$ cat src/rtl/fifo_bank_status.sv
// Five-lane FIFO bank that feeds per-lane empty/full/threshold/error status
// back to the control state machine; pops return registered data one cycle later.
module fifo_bank_status #(
  parameter int unsigned DATA_W = 6,
  parameter int unsigned DEPTH  = 4,
  parameter int unsigned BITBUS = 3
) (
  input  logic              clk,
  input  logic              reset,
  input  logic              init_in,
  input  logic [BITBUS-1:0] umbral_af,
  input  logic [BITBUS-1:0] umbral_ae,
  input  logic              wr_en,
  input  logic [2:0]        wr_sel,
  input  logic [DATA_W-1:0] data_in,
  input  logic              rd_en,
  input  logic [2:0]        rd_sel,
  input  logic              err_clr,
  output logic [DATA_W-1:0] data_out,
  output logic              valid_out,
  output logic [4:0]        Fifo_empties,
  output logic [4:0]        Fifo_full,
  output logic [4:0]        Fifo_almost_full,
  output logic [4:0]        Fifo_almost_empty,
  output logic [4:0]        Fifo_errors
);

  localparam int unsigned LANES = 5;
  localparam int unsigned PTR_W = (DEPTH > 1) ? $clog2(DEPTH) : 1;

  logic [DATA_W-1:0] mem_q [LANES][DEPTH];

  logic [BITBUS-1:0] cnt_q  [LANES];
  logic [BITBUS-1:0] cnt_d  [LANES];
  logic [PTR_W-1:0]  wptr_q [LANES];
  logic [PTR_W-1:0]  wptr_d [LANES];
  logic [PTR_W-1:0]  rptr_q [LANES];
  logic [PTR_W-1:0]  rptr_d [LANES];

  logic [BITBUS-1:0] af_q, af_d;
  logic [BITBUS-1:0] ae_q, ae_d;
  logic [DATA_W-1:0] data_out_q, data_out_d;
  logic              valid_q, valid_d;
  logic [LANES-1:0]  err_q, err_d;

  logic [LANES-1:0]  push_ok;
  logic [LANES-1:0]  pop_ok;
  logic [LANES-1:0]  new_err;

  // Per-lane push/pop arbitration and next-state computation
  always_comb begin
    af_d       = af_q;
    ae_d       = ae_q;
    data_out_d = data_out_q;
    valid_d    = 1'b0;
    push_ok    = '0;
    pop_ok     = '0;
    new_err    = '0;
    for (int i = 0; i < LANES; i++) begin
      cnt_d[i]  = cnt_q[i];
      wptr_d[i] = wptr_q[i];
      rptr_d[i] = rptr_q[i];
    end

    if (init_in) begin
      af_d = umbral_af;
      ae_d = umbral_ae;
    end

    for (int i = 0; i < LANES; i++) begin
      logic wr_hit;
      logic rd_hit;
      logic is_empty;
      logic is_full;
      wr_hit   = wr_en && (wr_sel == 3'(i));
      rd_hit   = rd_en && (rd_sel == 3'(i));
      is_empty = (cnt_q[i] == '0);
      is_full  = (cnt_q[i] == BITBUS'(DEPTH));

      // A pop on a full lane frees the slot the same-cycle push lands in
      pop_ok[i]  = rd_hit && !is_empty;
      push_ok[i] = wr_hit && (!is_full || pop_ok[i]);
      new_err[i] = (rd_hit && is_empty) || (wr_hit && is_full && !pop_ok[i]);

      if (pop_ok[i]) begin
        data_out_d = mem_q[i][rptr_q[i]];
        valid_d    = 1'b1;
        rptr_d[i]  = rptr_q[i] + PTR_W'(1);
      end
      if (push_ok[i]) begin
        wptr_d[i] = wptr_q[i] + PTR_W'(1);
      end
      if (push_ok[i] && !pop_ok[i]) begin
        cnt_d[i] = cnt_q[i] + BITBUS'(1);
      end else if (pop_ok[i] && !push_ok[i]) begin
        cnt_d[i] = cnt_q[i] - BITBUS'(1);
      end
    end

    // A fresh error outranks a simultaneous clear
    err_d = (err_q & ~{LANES{err_clr}}) | new_err;
  end

  always_ff @(posedge clk) begin
    if (!reset) begin
      af_q       <= BITBUS'(DEPTH - 1);
      ae_q       <= BITBUS'(1);
      data_out_q <= '0;
      valid_q    <= 1'b0;
      err_q      <= '0;
      for (int i = 0; i < LANES; i++) begin
        cnt_q[i]  <= '0;
        wptr_q[i] <= '0;
        rptr_q[i] <= '0;
      end
    end else begin
      af_q       <= af_d;
      ae_q       <= ae_d;
      data_out_q <= data_out_d;
      valid_q    <= valid_d;
      err_q      <= err_d;
      for (int i = 0; i < LANES; i++) begin
        cnt_q[i]  <= cnt_d[i];
        wptr_q[i] <= wptr_d[i];
        rptr_q[i] <= rptr_d[i];
      end
    end
  end

  // Storage is never cleared; reset only suppresses the write
  always_ff @(posedge clk) begin
    for (int i = 0; i < LANES; i++) begin
      if (reset && push_ok[i]) begin
        mem_q[i][wptr_q[i]] <= data_in;
      end
    end
  end

  always_comb begin
    Fifo_empties      = '0;
    Fifo_full         = '0;
    Fifo_almost_full  = '0;
    Fifo_almost_empty = '0;
    for (int i = 0; i < LANES; i++) begin
      Fifo_empties[i]      = (cnt_q[i] == '0);
      Fifo_full[i]         = (cnt_q[i] == BITBUS'(DEPTH));
      Fifo_almost_full[i]  = (cnt_q[i] >= af_q);
      Fifo_almost_empty[i] = (cnt_q[i] <= ae_q);
    end
  end

  assign data_out    = data_out_q;
  assign valid_out   = valid_q;
  assign Fifo_errors = err_q;

endmodule

$ cat config.mk
export PLATFORM = sky130hd
export DESIGN_NAME = fifo_bank_status
export DESIGN_NICKNAME = d
export VERILOG_FILES = /design/src/rtl/fifo_bank_status.sv
export SDC_FILE = /design/constraint.sdc
export NUM_CORES = 1
export LEC_CHECK = 0
export BUFFER_PORTS_ARGS = -buffer_cell sky130_fd_sc_hd__buf_2
export CELL_PAD_IN_SITES_DETAIL_PLACEMENT = 0
export CELL_PAD_IN_SITES_GLOBAL_PLACEMENT = 2
export CORE_MARGIN = 1.5
export CORE_UTILIZATION = 44
export CTS_CLUSTER_SIZE = 28
export DETAILED_ROUTE_END_ITERATION = 6
export GPL_TIMING_DRIVEN = 0
export PLACE_DENSITY_LB_ADDON = 0.12
export SLEW_MARGIN = 20
export SYNTH_ARGS = -nofsm -noshare
export SYNTH_HDL_FRONTEND = slang
export SYNTH_SLANG_ARGS = --single-unit
export TNS_END_PERCENT = 1
$ cat constraint.sdc
create_clock -name clk -period 4.2 [get_ports clk]
set_input_delay 1.26 -clock clk [delete_from_list [all_inputs] [get_ports clk]]
set_output_delay 1.26 -clock clk [all_outputs]
set_load 0.01 [all_outputs]
* Word level (Yosys, flattened, before mapping)
Memory sizes are Yosys's and may differ from the RTL's. Index checks and enable logic that the tools add are counted.
Operators by class: magnitude comparators 25, muxes and demuxes 94, $add $sub $neg 20, equal/unequal tests 13, reduce and logical (&&, ||, !) cells 97, bitwise logic cells 28
Operators with widths (count):
- $mux W24 | 13
- $mux W6 | 20
- $reduce_or A24 Y1 | 4
- $bmux W6 S2 | 5
- $demux W6 S2 | 5
- $mux W3 | 19
- $logic_and A1 B1 Y1 | 55
- $mux W2 | 20
- $ge A3 B3 Y1 const B | 10
- $not A2 Y3 | 10
- $eq A3 B3 Y1 const B | 7
- $logic_not A3 Y1 | 7
- $add A2 B1 Y2 const B | 10
- $logic_not A1 Y1 | 20
- $add A3 B1 Y3 const B | 5
- $ge A3 B3 Y1 | 5
- $le A3 B3 Y1 | 5
- $lt A3 B1 Y1 const B | 5
- $or A1 B1 Y1 | 15
- $sub A3 B1 Y3 const B | 5
- $eq A3 B2 Y1 const B | 4
- $mux W1 | 12
- $logic_or A1 B1 Y1 | 10
- $eq A3 B1 Y1 const B | 2
- other kinds (4) | 4
Word-level totals: output and inout port bits 32, RAM bits 155, flip-flop bits (word level) 18, memories 4, bits of input ports 24, logic and storage cells 286
Memory list:
- mem_q | depth 5, width 24, rd ports 5, clocked after Yosys merged registers in 0, wr ports 1, RTL line 31 | logic [DATA_W-1:0] mem_q [LANES][DEPTH];
- cnt_q | depth 5, width 3, rd ports 5, clocked after Yosys merged registers in 0, wr ports 5, RTL line 33 | logic [BITBUS-1:0] cnt_q [LANES];
- rptr_q | depth 5, width 2, rd ports 5, clocked after Yosys merged registers in 0, wr ports 5, RTL line 37 | logic [PTR_W-1:0] rptr_q [LANES];
- wptr_q | depth 5, width 2, rd ports 5, clocked after Yosys merged registers in 0, wr ports 5, RTL line 35 | logic [PTR_W-1:0] wptr_q [LANES];

* Depth between registers and ports, before layout
Gate-level depths: netlist of the first run.
depth after elaboration 13, mapped depth 9, depth with buffers taken out 9

* Worst setup path after synthesis of the first run
Ideal clock, no wire load.
kind in2reg, start input wr_sel[1], end memory cnt_q[0][2], slack 804 ps, data required time 4124 ps, stages 8, buffers on the path 0, library setup time 76 ps, data arrival time 3321 ps, path through or4b_1 a21oi_4 ha_1 inv_1 fa_1 xor2_1 or3_1 a21boi_0
RTL lines:
- start, declared | RTL line 14 | input logic [2:0] wr_sel,
- end, declared | RTL line 33

==> results of run 1 <==
-- cells by family (layout without fill, tap and decap cells) --
kind of cell	after synthesis	count (layout)
DFF	173	173
and+or+nand+nor	130	130
adders and majority gates	60	60
xor gates and xnor gates	25	25
other	0	1
muxes	45	45
AOI/OAI and AO/OA	69	69
buffers and inverters	57	142
-- area by class of cell --
| type | count | area (sq um) |
|---|---|---|
| clock buffer | 19 | 453 |
| inverter | 36 | 135 |
| timing repair buffer | 53 | 265 |
| buffer | 21 | 87.6 |
| fill | 1549 | 8710 |
| multi-input combinational | 329 | 3250 |
| antenna | 1 | 2.50 |
| sequential | 173 | 4660 |
| clock inverter | 13 | 165 |
| tap | 229 | 287 |
-- registers in the layout, indices dropped and copies added, names as in the netlist --
register,cells
data_out,6
rptr_q,10
cnt_q,15
Fifo_errors,5
af_q,3
ae_q,3
valid_out,1
mem_q,120
wptr_q,10
-- final timing paths --
kind,start,to,cells past startpoint
max,wr_sel[1],cnt_q[0][2]$_SDFFE_PN0P_,9
min,data_out[0]$_SDFFE_PN0P_,data_out[0]$_SDFFE_PN0P_,2
max reg2reg,cnt_q[4][2]$_SDFFE_PN0P_,cnt_q[4][2]$_SDFFE_PN0P_,9
min reg2reg,data_out[0]$_SDFFE_PN0P_,data_out[0]$_SDFFE_PN0P_,2
-- layer usage --
layer / wire length (um) / GRT usage (%) / part of all wire (%) / vias to the layer above
met5: 0 / 0 / 0 / -
met2: 8750 / 31.7 / 49 / 52
li1: - / - / - / 2247
met1: 8390 / 26.2 / 47 / 2328
met4: 164 / 4.50 / 0.93 / 0
met3: 379 / 4.28 / 2.1 / 14
-- cells in the final DEF (no fill, tap or decap), drive strengths merged, types with 10 or more instances in the layout --
| master | count |
|---|---|
| nor3b | 10 |
| and2 | 20 |
| buf | 62 |
| clkbuf | 31 |
| nand2 | 10 |
| o22ai | 12 |
| edfxtp | 120 |
| nor2b | 20 |
| and3 | 20 |
| mux4 | 30 |
| dfxtp | 53 |
| mux2i | 15 |
| inv | 37 |
| ha | 55 |
| a21o | 10 |
| xnor2 | 17 |
| o21ai | 13 |
-- where the power goes --
| part | switching, mW | internal [mW] |
|---|---|---|
| combinational | 0.159 | 0.116 |
| clock | 0.660 | 0.969 |
| sequential | 0.0254 | 1.84 |
| total | 0.845 | 2.93 |
-- worst max-delay path: stages --
cell and delay (ns):
buf_2 0.12, or4b_1 0.63, a21oi_4 0.29, ha_1 0.24
inv_1 0.07, fa_1 0.42, xor2_1 0.17, or3_1 0.30
a21boi_0 0.16
==> metrics.md, run 1 <==
| Metric | Value |
|---|---|
| Status | `completed` |
| Routed vias | `4641` |
| Final instance area | `slightly above 9000 sq um` |
| Crit Path Class | `primary input to register` |
| Worst clock skew | `0.00956 ns` |
| Post-synth ARST share | `0%` |
| Cell taking the most area after synthesis | `edfxtp_1` |
| Synth Flop Type | `edfxtp_1` |
| Max VDD drop | `between 300 and 400 uV` |
| First-pass GRT wire length | `27.6 mm` |
| CP required | `4.55 ns` |
| Chip Width | `139 um` |
| IO Pins | `56` |
| Worst-Margin Slew | `around 0.8 ns` |
| Detailed-route wire length per cell | `20.2 um` |
| Multiplexer share of the synthesized area | `between 10% and 20%` |
| Final Hold Viols | `0` |
| Most common cell in the netlist | `edfxtp_1` |
| Port Buf Inserts | `53` |
| Post-synthesis adder-cell area fraction | `9.69%` |
| CTS Sinks | `~170` |
| First-pass DRT Iterations | `4` |
| Sequential fraction of the synthesis area | `a little under three fifths` |
| GRT overflow | `0` |
| Initial Util | `between 40% and 50%` |
| Core ar. | `18000 sq um` |
| Final Util | `about half` |
| Clock-pin slew on the worst setup and hold paths | `0.06 ns` |
| RSZ-0062 raised after global routing | `false` |
| Post-route ant nets | `0` |
| Dpl cells | `841` |
| Xor/xnor cell area share of the yosys netlist | `2.69%` |
| Commonest cells post-synth | `120 x edfxtp_1, 55 x ha_1, 53 x dfxtp_1, 36 x inv_1, 30 x mux4_2` |
| Mapped Cells | `around 560` |
| Hold WS | `0.473 ns` |
| Achievable frequency | `302 MHz` |
| Startpoint Class | `primary input` |
| Number of global-route vias before repair | `4741` |
| Yosys top cell area share | `44.3%` |
| Max cap viols | `0` |
| Placed cell area | `8690 sq um` |
| R2R setup slack | `1.33 ns` |
| Initial antenna violation count | `0` |
| Max-slew headroom | `46.5%` |
| Cell Area, Synth | `8140 sq um` |
| Setup-failing EPs final | `0` |
| H-tree depth | `4` |
| CTS root buf | `clkbuf_16` |
| CTS max path bufs | `2` |
| Finished Layout Cells | `874` |
| Largest family of logic cells by synthesized area | `simple AND/OR/NAND/NOR gates` |
| DP Wirelength | `13.0 mm` |
| # DRC | `0` |
| YS warnings | `0` |
| Tot Pwr | `3.77 mW` |
| Setup TNS | `0 ns` |
| Worst setup EP type | `register` |
| Clock period minus worst slack | `around 3.3 ns` |
| Gp weighted congestion | `0.758` |
| Final setup margin | `roughly 0.89 ns` |
| Row cnt | `49` |
| Area fraction in compound gates after synthesis | `6.57%` |
| Post-Synth Simple-Gate Area | `10.9%` |
| Setup bufs post-CTS | `0` |
| Via density | `5.31` |
| Syn_area_per_cell | `14.6 sq um` |
| Synth Register Bits | `173` |
| Crit share post-route | `78.9%` |
| Total GRT Usage | `19.3%` |
| Worst-Skew Late Latency | `between 0.4 and 0.5 ns` |
| Cts repair resizes | `0` |
| 1st-iter DRT viols | `around 160` |
| Data arrival, critical path | `3.66 ns` |
| Final Max Tran Viols | `0` |
| DP Worst Slack | `~0.45 ns` |
| Cts hold-fix bufs | `0` |
| Drt total wl | `17.7 mm` |
| Final net count | `715` |
| Largest cells by area after synthesis | `edfxtp_1 44%, dfxtp_1 13%, ha_1 8.5%, mux4_2 8.3%, mux2i_1 1.8%` |
| Synth Net Count | `643` |
| Pin count of the biggest net entering global routing | `21` |
| Worst-path maximum fanout | `7` |
| Num CTS Buffers | `17` |
| Power per standard cell area | `405 nW/um^2` |
| Die Y-Extent | `139 um` |
| Synth cell types | `47` |
| Die Area | `19300 sq um` |
| Leak Pwr | `roughly 3.5 nW` |
| Hold Crit Class | `register to register` |
| CTS tree | `yes` |
| Area growth syn-to-layout | `14.4%` |
| Post-synth EDFFs | `120` |
| Layout cell share with drive strength beyond 1 | `22.2%` |
No activity file was read; power rests on OpenSTA's default activity.
==> run 2: changes to the inputs <==
- CORE_UTILIZATION: 44 -> 39
- clock period: 4.2 -> 2.8 ns (I/O delays scaled with it)
==> run 2 against run 1 <==
  * Critical path depth increased by 1
  * Sequential power increased by 50%
  * Non-clock buffer count increased by 1
  * Cell area increased by 1.6%
  * Combinational power increased by 54%
  * First-iteration DRC count increased by 110%
  * Clock-buffer cell count decreased by 2
  * Utilization decreased by 5.2 points
  * Sequential share of layout area decreased by 0.71 points
  * Register-to-register slack got worse by 1.2 ns
  * Worst hold slack got worse by 0.0044 ns
  * Largest power group unchanged
==> metrics.md, run 2 (synthesis gave the netlist of run 1 again) <==
| Metric | Value |
|---|---|
| Total GRT Usage | `17.6%` |
| Clock period minus worst slack | `2.76 ns` |
| Commonest non-fill, non-tap cell in the layout | `edfxtp_1` |
| Ant. Diodes | `0` |
| CP required | `3.15 ns` |
| Most frequent cell on the critical path | `buf_2` |
| Startpoint Class | `primary input` |
| Die Area | `21700 sq um` |
| Initial antenna violation count | `0` |
| Final instance area | `approximately 9500 sq um` |
| First-pass GRT wire length | `27.9 mm` |
| Cells on worst reg2reg path | `9` |
| CTS max path bufs | `2` |
| # DRC | `0` |
| Cts hold-fix bufs | `0` |
| Row cnt | `52` |
| R2r startpoint | `cnt_q[4][2]$_SDFFE_PN0P_` |
| Hold path start | `data_out[4]$_SDFFE_PN0P_` |
| GRT overflow | `0` |
| Max cap viols | `0` |
| Num CTS Buffers | `17` |
| Finished Layout Cells | `approximately 920` |
| CTS Sinks | `approximately 170` |
| Critical path depth | `10` |
| Setup-failing EPs final | `0` |
| Gp weighted congestion | `around 0.76` |
| Post-route ant nets | `0` |
| Data arrival, critical path | `slightly above 3 ns` |
| Crit-path slowest cell | `fa_1` |
| DP Wirelength | `~13 mm` |
| Max reg flops | `120` |
| Achievable frequency | `362 MHz` |
| Layout cell share with drive strength beyond 1 | `24.0%` |
| Critical path buffer and inverter count | `3` |
| Pin count of the biggest net entering global routing | `21` |
| Crit path max-delay family | `adder cells` |
| Crit share post-route | `98.6%` |
| CTS root buf | `clkbuf_16` |
| CTS tree | `yes` |
| Detailed-route wire length per cell | `19.7 um` |
| Crit Path Class | `primary input to register` |
| Worst clock skew | `0.00947 ns` |
| Max-slew headroom | `53.9%` |
| Max VDD drop | `408 uV` |
| Port Buf Inserts | `53` |
| Worst-Margin Slew | `0.691 ns` |
| Power per standard cell area | `about 620 nW/um^2` |
| Routed vias | `4656` |
| Hold Crit Class | `register to register` |
| Worst-path maximum fanout | `10` |
| End of the worst register-to-register path | `cnt_q[4][2]$_SDFFE_PN0P_` |
| H-tree depth | `4` |
| Core ar. | `20400 sq um` |
| Final net count | `716` |
| 1st-iter DRT viols | `336` |
| Critical path endpoint | `cnt_q[4][2]$_SDFFE_PN0P_` |
| Hold WS | `0.468 ns` |
| Number of global-route vias before repair | `4753` |
| Final Hold Viols | `0` |
| Drt total wl | `between 15 and 20 mm` |
| Clock-pin slew on the worst setup and hold paths | `0.07 ns` |
| Final Util | `a little under half` |
| IO Pins | `56` |
| Worst-path cell chain | `buf_2, nand4bb_1, buf_2, a21oi_4, ha_1, inv_1, fa_1, xor2_1, or3_1, a21boi_0` |
| Placed cell area | `8750 sq um` |
| RSZ-0062 raised after global routing | `true` |
| Chip Width | `147 um` |
| Die Y-Extent | `147 um` |
| Min-Delay Path Depth | `2` |
| Area growth syn-to-layout | `16.2%` |
| Worst-Skew Late Latency | `between 0.4 and 0.5 ns` |
| Leak Pwr | `3.55 nW` |
| First-pass DRT Iterations | `4` |
| Worst setup EP type | `register` |
| Status | `completed` |
| Via density | `~5` |
| Commonest non-fill, non-tap cells in the layout | `120 x edfxtp_1, 60 x buf_2, 54 x ha_1` |
| Critical Path Start | `rd_sel[0]` |
| Setup TNS | `0 ns` |
| Dpl cells | `882` |
| R2R setup slack | `0.09 ns` |
| CP peak stage delay | `0.42 ns` |
| Initial Util | `40.0%` |
| Final Max Tran Viols | `0` |
==> run 2: cell count changes in the layout (fill, tap and decap cells not counted), moves of 2 or more <==
cell	before	now
clkinv_4	4	2
inv_8	0	2
inv_6	1	3
clkinvlp_4	3	0
a21oi_4	1	4
a21oi_2	3	0
inv_2	0	2
bufinv_16	3	5
dfxtp_1	53	48
clkbuf_8	2	0
dfxtp_2	0	5
clkinv_2	1	3
inv_1	36	34
==> run 2: through the flow <==
stage	power, mW	setup WS [ns]
after floorplan	3.10	-0.0196
after global placement	3.27	-0.498
after detailed placement	3.28	-0.535
after CTS	5.92	0.0180
after global routing	6.08	-0.100
final	5.85	0.0384
==> run 2: tightest hold or removal path: cells and delay by family, from the launching register on <==
kind                   cells  cell delay [ns]
AOI/OAI and AO/OA          1             0.05
buffers and inverters      1             0.06
DFF                        1             0.31
==> run 2: repair_timing <==
action / in CTS / in global routing
pin swaps: 0 / 2
endpoints found under the setup margin: 3 / 8
buffers inserted: 0 / 1
resized for setup: 5 / 6
==> run 2: worst min-delay path by stage <==
stage,to,slack [ns]
6_report,data_out[4]$_SDFFE_PN0P_,0.47
4_1_cts,data_out[4]$_SDFFE_PN0P_,0.47
3_3_place_gp,data_out[5]$_SDFFE_PN0P_,0.48
3_5_place_dp,data_out[4]$_SDFFE_PN0P_,0.46
5_1_grt,data_out[4]$_SDFFE_PN0P_,0.51
2_1_floorplan,ae_q[1]$_SDFFE_PN0P_,0.48
==> run 2: power breakdown <==
part	switching, mW	internal, mW	leakage, nW	total (mW)
Clock	1.02	1.60	0.326	2.62
Sequential	0.0380	2.76	1.51	2.80
Combinational	0.246	0.178	1.71	0.425
Total	1.31	4.55	3.55	5.85
==> run 2: final cells by class <==
type,count,area (sq um)
Fill cell,1828,10900
Sequential cell,173,4670
Multi-Input combinational cell,329,3300
Clock buffer,17,425
Tap cell,270,338
Timing Repair Buffer,54,273
Clock inverter,15,231
Inverter,36,135
Buffer,21,87.6
==> run 2: layer usage <==
layer | GRT usage, % | routed length [um]
met1 | 24.6 | 8580
met2 | 27.9 | 8630
met3 | 4.57 | 706
met4 | 3.35 | 94
met5 | 0 | 0
